File: src/rtl/sync_fifo_rv.sv
// Circular-buffer FIFO with valid/ready on both ends, first-word-fall-through read side.
// Latency: a write into an empty FIFO is visible on rd_data one cycle later; pops advance the head on the edge.
// Backpressure: wr_ready drops when full; rd_valid drops when empty. All outputs come from registered state.
//
// Ports:
//   clk, reset_n          clock (rising edge) and synchronous active-low reset
//   fifo_clear            synchronous flush, same effect as reset
//   wr_valid/wr_ready/wr_data   producer handshake and payload
//   rd_valid/rd_ready/rd_data   consumer handshake and head entry (0 when empty)
//   count                 occupancy 0..DEPTH
//   fifo_full/fifo_empty/fifo_almost_full/fifo_almost_empty   status decoded from count
//   overflow/underflow    sticky error flags, cleared only by fifo_clear or reset
module sync_fifo_rv #(
    parameter int DEPTH         = 16,
    parameter int DATA_WIDTH    = 32,
    parameter int AFULL_THRESH  = 14,
    parameter int AEMPTY_THRESH = 2,
    localparam int CW           = $clog2(DEPTH + 1)
) (
    input  logic                  clk,
    input  logic                  reset_n,
    input  logic                  fifo_clear,
    input  logic                  wr_valid,
    input  logic [DATA_WIDTH-1:0] wr_data,
    output logic                  wr_ready,
    output logic                  rd_valid,
    output logic [DATA_WIDTH-1:0] rd_data,
    input  logic                  rd_ready,
    output logic [CW-1:0]         count,
    output logic                  fifo_full,
    output logic                  fifo_empty,
    output logic                  fifo_almost_full,
    output logic                  fifo_almost_empty,
    output logic                  overflow,
    output logic                  underflow
);

    localparam int PW = $clog2(DEPTH);
    localparam logic [PW-1:0] PTR_LAST = PW'(DEPTH - 1);

    logic [DATA_WIDTH-1:0] mem [DEPTH];
    logic [PW-1:0]         wr_ptr;
    logic [PW-1:0]         rd_ptr;
    logic [CW-1:0]         count_q;
    logic                  overflow_q;
    logic                  underflow_q;
    logic                  push;
    logic                  pop;

    // Explicit wrap so non-power-of-2 depths work.
    function automatic logic [PW-1:0] ptr_inc(input logic [PW-1:0] p);
        return (p == PTR_LAST) ? '0 : p + 1'b1;
    endfunction

    assign fifo_full         = (count_q == CW'(DEPTH));
    assign fifo_empty        = (count_q == '0);
    assign fifo_almost_full  = (count_q >= CW'(AFULL_THRESH));
    assign fifo_almost_empty = (count_q <= CW'(AEMPTY_THRESH));
    assign wr_ready          = ~fifo_full;
    assign rd_valid          = ~fifo_empty;
    assign rd_data           = fifo_empty ? '0 : mem[rd_ptr];
    assign count             = count_q;
    assign overflow          = overflow_q;
    assign underflow         = underflow_q;

    assign push = wr_valid & wr_ready;
    assign pop  = rd_ready & rd_valid;

    always_ff @(posedge clk) begin
        if (!reset_n || fifo_clear) begin
            wr_ptr      <= '0;
            rd_ptr      <= '0;
            count_q     <= '0;
            overflow_q  <= 1'b0;
            underflow_q <= 1'b0;
        end else begin
            if (push) begin
                wr_ptr <= ptr_inc(wr_ptr);
            end
            if (pop) begin
                rd_ptr <= ptr_inc(rd_ptr);
            end
            if (push && !pop) begin
                count_q <= count_q + 1'b1;
            end else if (pop && !push) begin
                count_q <= count_q - 1'b1;
            end
            if (wr_valid && fifo_full) begin
                overflow_q <= 1'b1;
            end
            // A read request on an empty FIFO is only an error if no write
            // lands the same cycle; otherwise the data simply arrives next cycle.
            if (rd_ready && fifo_empty && !push) begin
                underflow_q <= 1'b1;
            end
        end
    end

    // Storage is not reset: stale entries are hidden behind rd_valid.
    always_ff @(posedge clk) begin
        if (reset_n && !fifo_clear && push) begin
            mem[wr_ptr] <= wr_data;
        end
    end

endmodule

File: config.mk
export PLATFORM = sky130hd
export DESIGN_NAME = sync_fifo_rv
export DESIGN_NICKNAME = d
export VERILOG_FILES = /design/src/rtl/sync_fifo_rv.sv
export SDC_FILE = /design/constraint.sdc
export NUM_CORES = 1
export LEC_CHECK = 0
export BUFFER_PORTS_ARGS = -buffer_cell sky130_fd_sc_hd__buf_4
export CAP_MARGIN = 20
export CORE_UTILIZATION = 45
export CTS_BUF_LIST = sky130_fd_sc_hd__clkbuf_8 sky130_fd_sc_hd__clkbuf_16
export CTS_CLUSTER_SIZE = 20
export DETAILED_ROUTE_END_ITERATION = 10
export PLACE_DENSITY = 0.68
export SYNTH_ARGS = -nofsm -noshare
export SYNTH_HDL_FRONTEND = slang
export SYNTH_SLANG_ARGS = --single-unit
export TNS_END_PERCENT = 30
File: constraint.sdc
create_clock -name clk -period 8 [get_ports clk]
set_input_delay 0.8 -clock clk [delete_from_list [all_inputs] [get_ports clk]]
set_output_delay 0.8 -clock clk [all_outputs]
set_load 0.01 [all_outputs]
Word-level counts from Yosys, hierarchy flattened
Memories as Yosys holds them, arrays and structs flattened. A register that Yosys moved wholly into a read port is not among the register bits.
Index checks and enable logic that the tools add are counted.
{"block": "totals", "reg_bits": 15, "wordCells": 42, "in_bits": 37, "mem_count": 1, "mem_bits_rw": 512}
{"block": "op_classes", "mux": 9, "n_addsub": 4, "n_lt_le_gt_ge": 2, "bitwise": 4, "reduce_logical": 14, "eq_ne": 3}
{"name": "mem", "depth": 16, "word_bits": 32, "read_ports": 1, "rd_ports_with_merged_regs": 1, "wr": 1, "line": "41", "source": "logic [DATA_WIDTH-1:0] mem [DEPTH];"}
{"cell": "$mux W32", "count": 1}
{"cell": "$mux W4", "count": 4}
{"cell": "$mux W5", "count": 2}
{"cell": "$add A4 B1 Y4 const B", "count": 2}
{"cell": "$eq A4 B4 Y1 const B", "count": 2}
{"cell": "$logic_and A1 B1 Y1", "count": 7}
{"cell": "$add A5 B1 Y5 const B", "count": 1}
{"cell": "$eq A5 B5 Y1 const B", "count": 1}
{"cell": "$ge A5 B4 Y1 const B", "count": 1}
{"cell": "$le A5 B2 Y1 const B", "count": 1}
{"cell": "$logic_not A5 Y1", "count": 1}
{"cell": "$sub A5 B1 Y5 const B", "count": 1}
{"cell": "$logic_not A1 Y1", "count": 4}
{"cell": "$and A1 B1 Y1", "count": 2}
{"cell": "$mux W1", "count": 2}
{"cell": "$not A1 Y1", "count": 2}
{"cell": "$reduce_bool A2 Y1", "count": 1}
{"cell": "$logic_or A1 B1 Y1", "count": 1}

Logic depth before layout (Yosys ltp)
{"block": "logic_depth", "ltp_word": 7, "depth_mapped": 11, "depth_no_buf": 9}

Worst setup path before layout
Ideal clock, no wire load.
{"block": "synth_timing", "path_type": "in2reg", "start": "in wr_valid", "end": "mem mem[0][0] (enable)", "stages": 5, "setup_time_ns": 0.461, "slack_ns": 3.773, "path_buffers": 1, "arrival_ns": 3.766, "t_required_ns": 7.539, "cell_sequence": "inv_1 -> a31oi_1 -> clkbuf_1 -> nand3_1 -> nor3_1"}
{"block": "synth_between", "elab_chain_cells": 4}
{"item": "start: declaration", "line": "23", "source": "input logic wr_valid,"}
{"item": "$and A1 B1 Y1", "line": "66", "source": "assign push = wr_valid & wr_ready;"}
{"item": "named net push", "line": "47", "source": "logic push;"}
{"item": "$logic_and A1 B1 Y1", "line": "101", "source": "if (reset_n && !fifo_clear && push) begin"}
{"item": "$mux W1", "line": "101"}
{"item": "$mux W1 (not written as such)", "line": "102", "source": "mem[wr_ptr] <= wr_data;"}
{"item": "end: declaration", "line": "41"}
The timed path passes the listed nets, and every way through them passes these cells.

==> flow_summary.yaml <==
status:
  status: "finished, final reports clean"
global_route:
  grt_pass1_wl_mm: 60.7
  grt_pass1_vias: 9815
  grt_max_degree: 129
  antenna_found_initial: 1
  grt-ovfl-total: 0
  track_usage: 0.176
routing:
  drc: 0
  ant_nets: 0
  routedWlPerCell_um: 24.0
  dr.first_iter.drc_count: 710
  avgViaCountPerCell: 5.61
  firstDrtPassIters: 5
  wl_mm: 39.6
  vias: 9291
synthesis:
  synth_edf_count: 512
  syn_avg_cell_area_um2: 22.4
  yosysTopAreaCellShare: 0.751
  synth_most_common_cell: "edfxtp_1"
  syn_inst: 914
  yosys-top-cells-count: "512 x edfxtp_1, 128 x mux4_2, 32 x a221o_1, 30 x mux2_2, 25 x nor2_1"
  ys_ff_latch: 531
  yosysTopAreaCell: "edfxtp_1"
  synth_cell_types: 44
  async_reset_ff_frac: 0
  ys_warn_count: 0
  synth.area.top_cells: "edfxtp_1 75%, mux4_2 14%, dfxtp_1 1.9%"
  synthesis.area_um2: 20500
  syn_nets: 961
  yosys_most_used_dff: "edfxtp_1"
  synth.yosys.seq_area_share: 0.769
worst_setup_path:
  cp.required_ns: 7.20
  end_kind: "output port"
  reg2reg_slack_ns: 4.80
  rr_endpoint: "mem[3][30]$_DFFE_PP_"
  r2r-start: "count[1]$_SDFFE_PP0P_"
  r2r_cells: 6
  crit_fanout: 51
  startpoint_type: "register"
  cp.arrival_ns: 3.63
  worst-setup-path-type: "reg2out"
cells_and_area:
  area_growth_pct: 14.6
  antenna_cells: 0
  final_cell_area_um2: 23500
  fin_cells: 1655
  fin_util: 0.527
  nets: 1069
  drive_above_1_share: 0.339
power:
  p_int_mw: 4.63
  p_sw_frac: 0.225
  power_density_nw_per_um2: 255
  p_clk_frac: 0.375
  ir_drop_v: 0.000151
  p_leak_nw: 7.35
  power.switching_mw: 1.34
  power.share.sequential: 0.519
  combPwrFrac: 0.106
job:
  drv_cap: 0
clock_tree:
  cts_tree: "done"
  root_buffer: "clkbuf_16"
  path_clk_slew_ns: 0.06
  insertion_delay_ns: 0.57
  clk_path_buf_depth: 3
  clock_sink_count: 531
  postCtsSetupBuffers: 0
  cts_resized: 0
  htreeDepth: 2
  cts_hold_buf: 0
  cts_inserted_buffers: 52
placed_design:
  gp_congestion: 0.703
  dp_cells: 1560
  postPlaceCellArea_um2: 21900
  post-dp-hpwl_mm: 20.1
  pre_cts_ws_ns: 4.04
  io_buffers: 81
timing:
  fin_crit_ns: 4.43
  fmax_mhz: 226
  finClkSkew_ns: 0.0175
  tns_ns: 0
  setup_viol: 0
  drv_slew: 0
  tightest_slew_ns: 1.02
  slew-limit-headroom: 0.319
  grt_setup_unrepaired: "no"
  setup_slack_ns: 3.57
  hold_violations: 0
  finalCritPeriodShare: 0.553
floorplanning:
  dieHeight_um: 215
  core_area_um2: 44500
  rows: 77
  die_x_um: 215
  pin_count: 82
  die_area_um2: 46400
  initial_core_util: 0.460
worst_hold_path:
  holdCritStartpoint: "underflow$_SDFFE_PP0P_"
  worstHoldEndpoint: "underflow$_SDFFE_PP0P_"
  hold_depth: 2
  hp-class: "reg2reg"
==> layout by cell type, fill, tap and decap left out, types with 3 or more instances in the layout <==
cell and n:
nor2b_1 24, nand2b_1 3, and2b_1 9, ha_1 9
a31o_2 3, mux2i_1 3, mux2_2 30, a21oi_1 10
edfxtp_1 512, dfxtp_1 16, clkinv_1 13, nor2_4 13
nor2_1 12, dfxtp_4 3, inv_1 18, nor3_2 4
nand2_1 8, buf_4 102, nand3_1 12, clkbuf_16 53
clkinv_2 12, mux4_2 128, a221o_1 32
==> worst max path at each step <==
stage / start / to / slack, ns / cells past startpoint
floorplan: wr_valid / mem[0][0]$_DFFE_PP_ / 3.77 / 5
global placement: register / rd_data[31] / 4.03 / 5
detailed placement: register / rd_data[31] / 4.04 / 5
CTS: register / rd_data[31] / 3.45 / 5
global route: register / rd_data[31] / 3.29 / 5
finish: register / rd_data[31] / 3.57 / 5
==> registers in the layout, indices dropped and copies added, names as in the netlist, named ones only <==
name	flops
mem	512
count	5
rd_ptr	4
wr_ptr	4
overflow	1
underflow	1
==> cell type report <==
cell class              instances  area [um2]
fillers                      3438       21000
flip-flops and latches        531       15800
repair buffers                103         786
inverters                       8        30.0
multi-input cells             326        4570
clock inverters                42         243
clock buffers                  53        1330
well taps                     592         741
==> routing by layer <==
metal / up-vias / wire length [um] / global-route usage
met5: - / 12 / 0
met4: 2 / 561 / 0.0388
met3: 46 / 2050 / 0.0324
met2: 230 / 20500 / 0.301
met1: 4934 / 16500 / 0.234
li1: 4079 / - / -
==> kinds of logic after synthesis <==
family,Yosys count,share of synthesized area
adders and majority gates,10,0.00648
AOI/OAI and AO/OA,57,0.0243
muxes,163,0.160
and+or+nand+nor,93,0.0250
DFF,531,0.769
xor gates and xnor gates,3,0.00128
buffers and inverters,57,0.0136
==> through the flow <==
stage | hold WS (ns) | total power [mW]
global placement | 0.436 | 3.80
CTS | 0.452 | 6.03
global route | 0.474 | 6.19
detailed placement | 0.444 | 3.80
floorplan | 0.467 | 3.51
finish | 0.448 | 5.97
==> power by group through the flow <==
stage / sequential [mW] / combinational [mW] / clock [mW]
after global placement: 3.16 / 0.640 / 0
after CTS: 3.10 / 0.650 / 2.28
after detailed placement: 3.16 / 0.646 / 0
after global routing: 3.10 / 0.684 / 2.40
after floorplan: 3.14 / 0.368 / 0
final: 3.10 / 0.636 / 2.24
==> critical path: stages, from the launching register on <==
cell and delay [ns]:
dfxtp_4 0.89, buf_4 0.88, mux4_2 0.59, nor2b_1 0.14, a221o_1 0.32, buf_4 0.16
(Power assumes the default switching activity.)
